`src/rtl/x_arb_pkg.sv`:
```
// Shared types, widths and defaults for the x-vector request arbiter.
// Latency: n/a (package). Backpressure: n/a.
// Contents: address/data widths, addr_t/data_t, default requester count, ceil-log2 helper.
package x_arb_pkg;

  localparam int ADDR_W           = 48;
  localparam int DATA_W           = 64;
  localparam int DEF_NUM_REQ      = 4;
  localparam int DEF_LOG2_NUM_REQ = 2;

  typedef logic [ADDR_W-1:0] addr_t;
  typedef logic [DATA_W-1:0] data_t;

  // Ceiling log2; usable in constant expressions.
  function automatic int clog2_int(input int v);
    int r;
    r = 0;
    for (int i = 0; i < 31; i++) begin
      if ((1 << i) < v) r = i + 1;
    end
    return r;
  endfunction

endpackage

```
`src/rtl/std_fifo.sv`:
```
// Generic synchronous FIFO; LATENCY 0 is first-word fall-through (head visible while !empty).
// Latency: push at edge t is readable after edge t; LATENCY>0 adds one register stage on dout.
// Backpressure: push into a full FIFO is ignored unless a pop happens in the same cycle.
// Ports: clk, rst (sync, active-high), push/din, pop/dout, empty, full, count (occupancy).
module std_fifo
  import x_arb_pkg::*;
#(
  parameter int WIDTH   = 48,
  parameter int DEPTH   = 16,
  parameter int LATENCY = 0
) (
  input  logic                        clk,
  input  logic                        rst,
  input  logic                        push,
  input  logic [WIDTH-1:0]            din,
  input  logic                        pop,
  output logic [WIDTH-1:0]            dout,
  output logic                        empty,
  output logic                        full,
  output logic [clog2_int(DEPTH):0]   count
);

  localparam int AW = clog2_int(DEPTH);

  logic [WIDTH-1:0] mem [DEPTH];
  logic [AW:0]      wr_ptr;
  logic [AW:0]      rd_ptr;
  logic             do_push;
  logic             do_pop;

  // Pointers carry one extra wrap bit so full and empty are distinguishable.
  assign count   = wr_ptr - rd_ptr;
  assign empty   = (count == '0);
  assign full    = (count == (AW+1)'(DEPTH));
  assign do_pop  = pop && !empty;
  // A pop frees the slot this cycle, so a push on a full FIFO is still taken.
  assign do_push = push && (!full || pop);

  always_ff @(posedge clk) begin
    if (rst) begin
      wr_ptr <= '0;
      rd_ptr <= '0;
    end else begin
      if (do_push) wr_ptr <= wr_ptr + 1'b1;
      if (do_pop)  rd_ptr <= rd_ptr + 1'b1;
    end
  end

  always_ff @(posedge clk) begin
    if (do_push) mem[wr_ptr[AW-1:0]] <= din;
  end

  generate
    if (LATENCY == 0) begin : g_fwft
      assign dout = mem[rd_ptr[AW-1:0]];
    end else begin : g_reg
      logic [WIDTH-1:0] dout_q;
      always_ff @(posedge clk) begin
        dout_q <= mem[rd_ptr[AW-1:0]];
      end
      assign dout = dout_q;
    end
  endgenerate

endmodule

```
`src/rtl/x_vector_req_arbiter.sv`:
```
// Shares one memory request port among NUM_REQ x-vector caches; routes tagged responses back.
// Latency: push at t -> mem_req at t+2; mem_rsp_push at t -> rsp_push at t+1.
// Backpressure: mem_stall holds all FIFOs; pushes into a full FIFO drop and set req_overflow.
// Ports: clk, rst (sync, active-high); req_push/req_addr in, req_almost_full/req_overflow out;
//        mem_req/mem_req_addr/mem_req_tag out, mem_stall in; mem_rsp_push/tag/q in; rsp_push/rsp_q out.
// Optional X_ARB_STATS_EN: adds stat_sel/stat_clr inputs and stat_q (per-requester grant counts).
module x_vector_req_arbiter
  import x_arb_pkg::*;
#(
  parameter int NUM_REQ           = DEF_NUM_REQ,
  parameter int LOG2_NUM_REQ      = DEF_LOG2_NUM_REQ,
  parameter int REQ_FIFO_DEPTH    = 16,
  parameter int ALMOST_FULL_COUNT = 4
) (
  input  logic                      clk,
  input  logic                      rst,
`ifdef X_ARB_STATS_EN
  input  logic [LOG2_NUM_REQ-1:0]   stat_sel,
  input  logic                      stat_clr,
  output logic [31:0]               stat_q,
`endif
  input  logic [NUM_REQ-1:0]        req_push,
  input  logic [NUM_REQ*ADDR_W-1:0] req_addr,
  output logic [NUM_REQ-1:0]        req_almost_full,
  output logic [NUM_REQ-1:0]        req_overflow,
  output logic                      mem_req,
  output logic [ADDR_W-1:0]         mem_req_addr,
  output logic [LOG2_NUM_REQ-1:0]   mem_req_tag,
  input  logic                      mem_stall,
  input  logic                      mem_rsp_push,
  input  logic [LOG2_NUM_REQ-1:0]   mem_rsp_tag,
  input  logic [DATA_W-1:0]         mem_rsp_q,
  output logic [NUM_REQ-1:0]        rsp_push,
  output logic [DATA_W-1:0]         rsp_q
);

  localparam int CNT_W = clog2_int(REQ_FIFO_DEPTH) + 1;
  localparam logic [CNT_W-1:0] AF_LEVEL = CNT_W'(REQ_FIFO_DEPTH - ALMOST_FULL_COUNT);

  logic [NUM_REQ-1:0]      fifo_empty;
  logic [NUM_REQ-1:0]      fifo_full;
  logic [NUM_REQ-1:0]      fifo_pop;
  addr_t                   fifo_head  [NUM_REQ];
  logic [CNT_W-1:0]        fifo_count [NUM_REQ];
  logic [LOG2_NUM_REQ-1:0] last_grant;
  logic [LOG2_NUM_REQ-1:0] grant_idx;
  logic [LOG2_NUM_REQ-1:0] cand;
  logic                    grant_vld;

  generate
    for (genvar i = 0; i < NUM_REQ; i++) begin : g_req
      std_fifo #(
        .WIDTH  (ADDR_W),
        .DEPTH  (REQ_FIFO_DEPTH),
        .LATENCY(0)
      ) u_fifo (
        .clk  (clk),
        .rst  (rst),
        .push (req_push[i]),
        .din  (req_addr[ADDR_W*i +: ADDR_W]),
        .pop  (fifo_pop[i]),
        .dout (fifo_head[i]),
        .empty(fifo_empty[i]),
        .full (fifo_full[i]),
        .count(fifo_count[i])
      );
      assign fifo_pop[i] = grant_vld && (grant_idx == LOG2_NUM_REQ'(i));
    end
  endgenerate

  // Round-robin pick: scan offsets from farthest to nearest so the nearest
  // non-empty requester after last_grant wins. Offset NUM_REQ truncates to 0,
  // giving last_grant itself the lowest priority.
  always_comb begin
    grant_vld = 1'b0;
    grant_idx = last_grant;
    cand      = last_grant;
    for (int off = NUM_REQ; off >= 1; off--) begin
      cand = last_grant + LOG2_NUM_REQ'(off);
      if (!fifo_empty[cand]) begin
        grant_vld = !mem_stall;
        grant_idx = cand;
      end
    end
  end

  always_ff @(posedge clk) begin
    if (rst) begin
      last_grant   <= LOG2_NUM_REQ'(NUM_REQ - 1);
      mem_req      <= 1'b0;
      mem_req_addr <= '0;
      mem_req_tag  <= '0;
    end else begin
      mem_req <= grant_vld;
      if (grant_vld) begin
        last_grant   <= grant_idx;
        mem_req_addr <= fifo_head[grant_idx];
        mem_req_tag  <= grant_idx;
      end
    end
  end

  always_ff @(posedge clk) begin
    if (rst) begin
      req_almost_full <= '0;
      req_overflow    <= '0;
    end else begin
      for (int i = 0; i < NUM_REQ; i++) begin
        req_almost_full[i] <= (fifo_count[i] >= AF_LEVEL);
        req_overflow[i]    <= req_overflow[i] | (req_push[i] & fifo_full[i] & ~fifo_pop[i]);
      end
    end
  end

  // Responses pass straight through one register stage; no buffering, no backpressure.
  always_ff @(posedge clk) begin
    if (rst) begin
      rsp_push <= '0;
      rsp_q    <= '0;
    end else begin
      rsp_push <= '0;
      if (mem_rsp_push) begin
        rsp_push[mem_rsp_tag] <= 1'b1;
        rsp_q                 <= mem_rsp_q;
      end
    end
  end

`ifdef X_ARB_STATS_EN
  logic [31:0] grant_cnt [NUM_REQ];

  // Clear takes priority over a same-cycle grant.
  always_ff @(posedge clk) begin
    if (rst || stat_clr) begin
      for (int i = 0; i < NUM_REQ; i++) grant_cnt[i] <= '0;
    end else begin
      for (int i = 0; i < NUM_REQ; i++) begin
        if (fifo_pop[i]) grant_cnt[i] <= grant_cnt[i] + 32'd1;
      end
    end
  end

  always_ff @(posedge clk) begin
    if (rst) stat_q <= '0;
    else     stat_q <= grant_cnt[stat_sel];
  end
`endif

endmodule

```
`config.mk`:
```
export PLATFORM = sky130hd
export DESIGN_NAME = x_vector_req_arbiter
export DESIGN_NICKNAME = d
export VERILOG_FILES = /design/src/rtl/x_arb_pkg.sv /design/src/rtl/std_fifo.sv /design/src/rtl/x_vector_req_arbiter.sv
export SDC_FILE = /design/constraint.sdc
export NUM_CORES = 2
export LEC_CHECK = 0
export CORE_MARGIN = 2
export CORE_UTILIZATION = 40
export CTS_BUF_LIST = sky130_fd_sc_hd__clkbuf_8
export CTS_CLUSTER_SIZE = 30
export DETAILED_ROUTE_END_ITERATION = 8
export PLACE_DENSITY_LB_ADDON = 0.05
export SLEW_MARGIN = 20
export SYNTH_ARGS = -nofsm -noshare
export SYNTH_HDL_FRONTEND = slang
export SYNTH_SLANG_ARGS = --single-unit
```
`constraint.sdc`:
```
create_clock -name clk -period 10.2 [get_ports clk]
set_input_delay 1.02 -clock clk [delete_from_list [all_inputs] [get_ports clk]]
set_output_delay 1.02 -clock clk [all_outputs]
set_load 0.005 [all_outputs]
```
; Word level (Yosys, flattened, before mapping)
; Memory sizes are Yosys's and may differ from the RTL's. A register that Yosys moved wholly into a read port is not among the register bits.
; Cells that the tools add are included.
[totals]
reg_bits = 169
mem_bits_rw = 3072
elab_cells = 139
mem_count = 4
[classes]
n_addsub = 15
order_cmp = 11
eq_ne = 7
n_mux = 36
n_bitwise = 18
n_reduce_logical = 32
[mem_list]
columns = memory, depth, width, read_ports, rd_clocked_by_memory_dff, write_ports, line
row1 = g_req[0].u_fifo.mem, 16, 48, 1, 1, 1, std_fifo.sv:25  ; logic [WIDTH-1:0] mem [DEPTH];
row2 = g_req[1].u_fifo.mem, 16, 48, 1, 1, 1, std_fifo.sv:25
row3 = g_req[2].u_fifo.mem, 16, 48, 1, 1, 1, std_fifo.sv:25
row4 = g_req[3].u_fifo.mem, 16, 48, 1, 1, 1, std_fifo.sv:25
[ops]
columns = cell, count
row1 = 48-bit binary-select mux with 2-bit select, 1
row2 = 48-bit 2-to-1 mux, 2
row3 = 5-bit by 1-bit adder with 5-bit output (second input constant), 8
row4 = 4-bit 2-to-1 mux, 8
row5 = 5-bit equality test (second input constant), 4
row6 = 5-bit by 4-bit >= comparator with 1-bit output (second input constant), 4
row7 = 5-bit zero test, 4
row8 = 5-bit subtractor, 4
row9 = 1-bit 2-to-1 mux, 17
row10 = 2-bit by 3-bit < comparator with 1-bit output (second input constant), 5
row11 = 1-bit logical AND, 13
row12 = 1-bit zero test, 9
row13 = 1-bit AND, 8
row14 = 1-bit binary-select mux with 2-bit select, 4
row15 = 2-bit 2-to-1 mux, 3
row16 = 1-bit inverter, 5
row17 = 2-bit adder (second input constant), 2
row18 = 2-bit equality test (second input constant), 2
row19 = 1-bit logical OR, 4
row20 = 1-bit OR, 4
row21 = 3-bit >= comparator (second input constant), 1
row22 = 2-bit inverter with 3-bit output, 1
row23 = 2-bit by 1-bit adder with 2-bit output (second input constant), 1
row24 = 1-bit demux with 2-bit select, 1
row25 = 4 further kinds, 4

; Depth between registers and ports, before layout
[depth]
word_depth = 13
depth_mapped = 14
depth_no_buf = 11

; By module
; From an unflattened synthesis, not the netlist that was laid out.
[hier_totals]
cells_unflattened = 5244
area_unflattened_um2 = 124727.1
[by_module_without_submodules]
columns = mod, n_inst, cells_each, area_each_um2, seq_area_each_um2
row1 = std_fifo (g_req[1].u_fifo ...), 3, 1173, 29743.5, 23342.4
row2 = std_fifo (g_req[0].u_fifo), 1, 1173, 29732.3, 23342.4
row3 = x_vector_req_arbiter, 1, 552, 5764.3, 2582.5

; Worst setup path before layout
; No wires, ideal clock.
[synth_path]
path_kind = reg2reg
from = register g_req[3].u_fifo.rd_ptr[2]
to = memory g_req[2].u_fifo.mem[3][0] (enable)
arrival_ps = 7115
required_time_ps = 9627
path_slack_ps = 2513
path_stages_with_launch = 11
n_path_buf = 0
cell_sequence = dfxtp_1 -> inv_1 -> ha_1 -> a21oi_1 -> a211o_1 -> a211oi_2 -> nor2_1 -> o21a_1 -> a311oi_4 -> a311oi_2 -> nor4_1
[synth_via]
elab_chain_cells = 13
word_cells_on_any_way = 23
[synth_rtl]
columns = item, line
row1 = from (decl), std_fifo.sv:27  ; logic [AW:0] rd_ptr;
row2 = from (signal assigned), std_fifo.sv:45  ; if (do_pop) rd_ptr <= rd_ptr + 1'b1;
row3 = 5-bit subtractor (*), std_fifo.sv:32  ; assign count = wr_ptr - rd_ptr;
row4 = 5-bit zero test (*), std_fifo.sv:33  ; assign empty = (count == '0);
row5 = 1-bit binary-select mux with 2-bit select, x_vector_req_arbiter.sv:80  ; if (!fifo_empty[cand]) begin
row6 = 1-bit 2-to-1 mux (not written as such), x_vector_req_arbiter.sv:80
row7 = 2-bit 2-to-1 mux / 1-bit 2-to-1 mux (equally long branches) (3 in a row), x_vector_req_arbiter.sv:80
row8 = 2-bit equality test / 1-bit 2-to-1 mux (equally long branches), "x_vector_req_arbiter.sv:67, x_vector_req_arbiter.sv:80"
row9 = 1-bit logical AND (*), x_vector_req_arbiter.sv:67  ; assign fifo_pop[i] = grant_vld && (grant_idx == LOG2_NUM_REQ'(i));
row10 = 1-bit logical OR (*), std_fifo.sv:37  ; assign do_push = push && (!full || pop);
row11 = 1-bit logical AND (*), std_fifo.sv:37
row12 = 1-bit 2-to-1 mux (*), std_fifo.sv:50  ; if (do_push) mem[wr_ptr[AW-1:0]] <= din;
row13 = 1-bit 2-to-1 mux (not written as such) (*), std_fifo.sv:50
row14 = to (decl), std_fifo.sv:25
; Every way passes the cells marked *; elsewhere a longest branch is shown, timed or not. The select of a mux whose other input is x is not followed.

; Worst setup path after layout
[layout_path]
from = register g_req[3].u_fifo.rd_ptr[2]
to = memory g_req[0].u_fifo.mem[6][15] (enable)
[layout_via]
elab_chain_cells = 13
word_cells_on_any_way = 23
[layout_rtl]
columns = item, line
row1 = 5-bit subtractor (*), std_fifo.sv:32
row2 = 5-bit zero test (*), std_fifo.sv:33
row3 = 1-bit binary-select mux with 2-bit select, x_vector_req_arbiter.sv:80
row4 = 1-bit 2-to-1 mux (not written as such), x_vector_req_arbiter.sv:80
row5 = 1-bit 2-to-1 mux / 2-bit 2-to-1 mux (equally long branches) (3 in a row), x_vector_req_arbiter.sv:80
row6 = 1-bit 2-to-1 mux / 2-bit zero test (equally long branches), "x_vector_req_arbiter.sv:80, x_vector_req_arbiter.sv:67"
row7 = 1-bit logical AND (*), x_vector_req_arbiter.sv:67
row8 = 1-bit logical OR (*), std_fifo.sv:37
row9 = 1-bit logical AND (*), std_fifo.sv:37
row10 = 1-bit 2-to-1 mux (*), std_fifo.sv:50
row11 = 1-bit 2-to-1 mux (not written as such) (*), std_fifo.sv:50
row12 = to (decl), std_fifo.sv:25
; Marked as above.

==> impl_metrics.py <==
metrics = {
    "clocking": {
        "cts_root_buf": "clkbuf_8",
        "clk_pin_slew_ns": 0.06,
        "cts_buffer_depth": 4,
        "clock_latency_ns": 1.15,
        "cts.sinks": 3257,
        "numCtsBuffers": 570,
        "h-tree-depth": 6,
        "post_cts_buffers": 0,
        "cts_hold_buffers": 0,
        "cts_tree": "built",
        "cts_resized": 0,
    },
    "sta": {
        "worstMarginPinSlew_ns": 1.31,
        "min_period_ns": 5.67,
        "slew_viol_final": 0,
        "rsz0062_at_grt": "false",
        "finalClockSkew_ns": 0.0538,
        "worst_slack_ns": 4.53,
        "fmax_ghz": 0.176,
        "finalHoldViolCount": 0,
        "max_slew_margin_pct": 10.3,
        "setup_viol": 0,
        "fin_crit_sh_pct": 55.6,
        "fin_setup_tns_ns": 0,
    },
    "cells_and_area": {
        "fillers": 25800,
        "drive_above_1_share_pct": 28.4,
        "area_delta_synth_final_pct": 15.4,
        "multi_input_area_um2": 27600,
        "regArea_um2": 96000,
        "nNetsFinal": 6337,
        "final_core_util_pct": 46.5,
    },
    "flow_run": {
        "drv_cap": 0,
    },
    "global_route": {
        "grt_pass1_vias": 61000,
        "grt_usage_pct": 21.1,
        "antenna_found_initial": 66,
        "grt_max_degree": 120,
        "grt_pass1_wl_um": 469000,
        "grt_overflow": 0,
    },
    "critical_path": {
        "rr_endpoint": "g_req[0].u_fifo.mem[6][15]$_DFFE_PP_",
        "critPathMaxFanout": 48,
        "start_kind": "flop",
        "worstSetupPathType": "flop to flop",
        "required_ns": 10.91,
        "reg2regPathDepth": 12,
        "rrSetupSlack_ns": 4.53,
        "worstPathArrival_ns": 6.38,
        "end_kind": "flop",
        "reg2reg_from": "g_req[3].u_fifo.rd_ptr[2]$_SDFFE_PP0P_",
    },
    "worst_hold_path": {
        "hold_path_depth": 2,
        "hold_class": "input pin to flop",
        "min_to": "g_req[1].u_fifo.rd_ptr[0]$_SDFFE_PP0P_",
        "worstHoldStart": "rst",
    },
    "yosys": {
        "synth_top_area_share_pct": 74.1,
        "yosysSeqAreaShare_pct": 77.1,
        "syn-num-nets": 5595,
        "syn_area_per_cell_um2": 23.5,
        "synth_largest_area_cell": "edfxtp_1",
        "synthArstFlopShare_pct": 0,
        "yosys_warnings": 0,
        "synth_seq_cells": 3257,
        "synth_common_cells": "edfxtp_1 (3,072), mux4_2 (960), clkbuf_1 (203)",
        "syn_inst": 5293,
        "syn_area_um2": 124000,
        "synth_cell_type_count": 55,
        "ys.flop_type": "edfxtp_1",
        "synth_area_leaders": "edfxtp_1 (74%), mux4_2 (17%), dfxtp_1 (3.0%), mux2i_1 (1.3%), clkbuf_1 (0.61%)",
        "synth_edf_count": 3072,
        "yosysMostFrequentCell": "edfxtp_1",
    },
    "pwr": {
        "power_switching_w": 0.00898,
        "p_seq_share_pct": 47.3,
        "power_density_nw_per_um2": 225,
        "max-vdd-ir-drop_mv": 0.227,
        "internal-power_w": 0.0234,
        "p_sw_share_pct": 27.8,
        "pwr-share-clk_pct": 33.5,
        "total_power_w": 0.0324,
        "power_frac_comb_pct": 19.2,
        "p_leak_nw": 44.7,
    },
    "routing": {
        "drtAntennaViolNets": 0,
        "routedWlPerCell_um": 31.5,
        "drtIter0Drc": 4352,
        "viasPerCell": 5.43,
        "drc": 0,
        "vias": 57700,
        "firstDrtPassIters": 6,
        "routed_wl_um": 334000,
    },
    "place": {
        "hpwl_um": 191000,
        "dp_slack_ns": 4.57,
        "gp_congestion": 0.818,
        "port_buffers": 392,
    },
    "floorplan": {
        "core_area_um2": 309000,
        "die_x_um": 562,
        "start_util_pct": 40.3,
        "fp-row-count": 204,
        "io_pins": 393,
        "die_area_um2": 316000,
        "fp.dieH_um": 562,
    },
    "run_status": {
        "status": "completed",
    },
}
[worst max-delay path by stage]
stage	from	end	cells after the start
after floorplan	g_req[3].u_fifo.rd_ptr[2]$_SDFFE_PP0P_	g_req[2].u_fifo.mem[3][0]$_DFFE_PP_	10
after global placement	g_req[3].u_fifo.rd_ptr[2]$_SDFFE_PP0P_	g_req[0].u_fifo.mem[9][9]$_DFFE_PP_	12
after detailed placement	g_req[3].u_fifo.rd_ptr[2]$_SDFFE_PP0P_	g_req[0].u_fifo.mem[10][4]$_DFFE_PP_	12
after CTS	g_req[3].u_fifo.rd_ptr[2]$_SDFFE_PP0P_	g_req[0].u_fifo.mem[10][29]$_DFFE_PP_	12
after global routing	g_req[3].u_fifo.rd_ptr[2]$_SDFFE_PP0P_	g_req[0].u_fifo.mem[9][3]$_DFFE_PP_	12
final	g_req[3].u_fifo.rd_ptr[2]$_SDFFE_PP0P_	g_req[0].u_fifo.mem[6][15]$_DFFE_PP_	12
[area by class of cell]
| cell class | instances | share of cell area [%] |
|---|---|---|
| Sequential cell | 3257 | 66.9 |
| Inverter | 32 | 0.0837 |
| Clock inverter | 410 | 1.32 |
| Multi-Input combinational cell | 1728 | 19.3 |
| Tap cell | 4120 | 3.59 |
| Clock buffer | 602 | 5.77 |
| Timing Repair Buffer | 446 | 3.06 |
| Antenna cell | 32 | 0.0558 |
[metrics by stage]
step | cells | cell area, µm² | hold slack (ns)
finish | 10600 | 144000 | 0.318
global route | 10600 | 144000 | 0.258
CTS | 10600 | 144000 | 0.196
detailed placement | 9583 | 133000 | 0.480
global placement | 9583 | 133000 | 0.472
floorplan | 5293 | 124000 | 0.460
[worst max-delay path: stages (launching register included)]
cell and delay, ns:
dfxtp_1 0.35, inv_1 0.08, ha_1 0.36, nand3b_1 0.16
a211o_1 0.30, a211oi_2 0.52, o21ai_0 0.14, a21oi_1 0.19
or2_4 0.22, buf_4 0.63, a31oi_2 0.38, nor2b_1 0.79
and3_4 1.06
[layout by cell type, fill, tap and decap left out, types with 8 or more instances in the layout]
| master | synthesis | layout |
|---|---|---|
| buf_4 | 9 | 50 |
| nand3b_1 | 54 | 54 |
| dfxtp_4 | 0 | 16 |
| inv_1 | 32 | 255 |
| a21oi_1 | 41 | 41 |
| clkinvlp_4 | 0 | 9 |
| nand2_1 | 18 | 18 |
| clkbuf_8 | 0 | 602 |
| or3_1 | 17 | 17 |
| ha_1 | 36 | 36 |
| o21ai_0 | 66 | 66 |
| nor2b_1 | 16 | 16 |
| inv_6 | 0 | 18 |
| xor2_1 | 11 | 11 |
| dfxtp_1 | 185 | 169 |
| xnor2_1 | 23 | 23 |
| clkinv_1 | 0 | 110 |
| nor2_1 | 129 | 127 |
| clkinv_2 | 0 | 37 |
| inv_8 | 0 | 8 |
| edfxtp_1 | 3072 | 3072 |
| diode_2 | 0 | 32 |
| mux4_2 | 960 | 960 |
| nand3_1 | 11 | 11 |
| mux2i_1 | 166 | 166 |
| and3_4 | 0 | 53 |
| mux2_2 | 53 | 53 |
| nand4_1 | 8 | 8 |
| clkdlybuf4s50_1 | 0 | 390 |
[metal layers]
layer,part of all wire (%),global-route usage (%)
met1,43,28.8
met2,48,33.9
met3,5.5,4.20
met4,3.6,7.16
met5,0.058,0
[logic make-up after synthesis]
family | synth area share, %
compound gates | 0.624
xor+xnor | 0.258
fa+ha+maj | 0.362
buf+inv | 0.966
flops | 77.1
mux | 19.2
simple gates | 1.50
[flip-flops by register name (all words and copies together), names as in the netlist, named ones only]
name	count
g_req.u_fifo.rd_ptr	20
req_almost_full	4
rsp_push	4
req_overflow	4
g_req.u_fifo.wr_ptr	20
mem_req_tag	2
rsp_q	64
mem_req_addr	48
last_grant	2
mem_req	1
g_req.u_fifo.mem	3072
[power by group through the flow]
stage	clock [W]	sequential [W]	combinational (W)
3_5_place_dp	0	0.0156	0.00633
2_1_floorplan	0	0.0152	0.00414
3_3_place_gp	0	0.0156	0.00630
5_1_grt	0.0118	0.0153	0.00656
6_report	0.0109	0.0153	0.00621
4_1_cts	0.0112	0.0153	0.00635
Note: power is estimated with default switching activity, not from simulation.
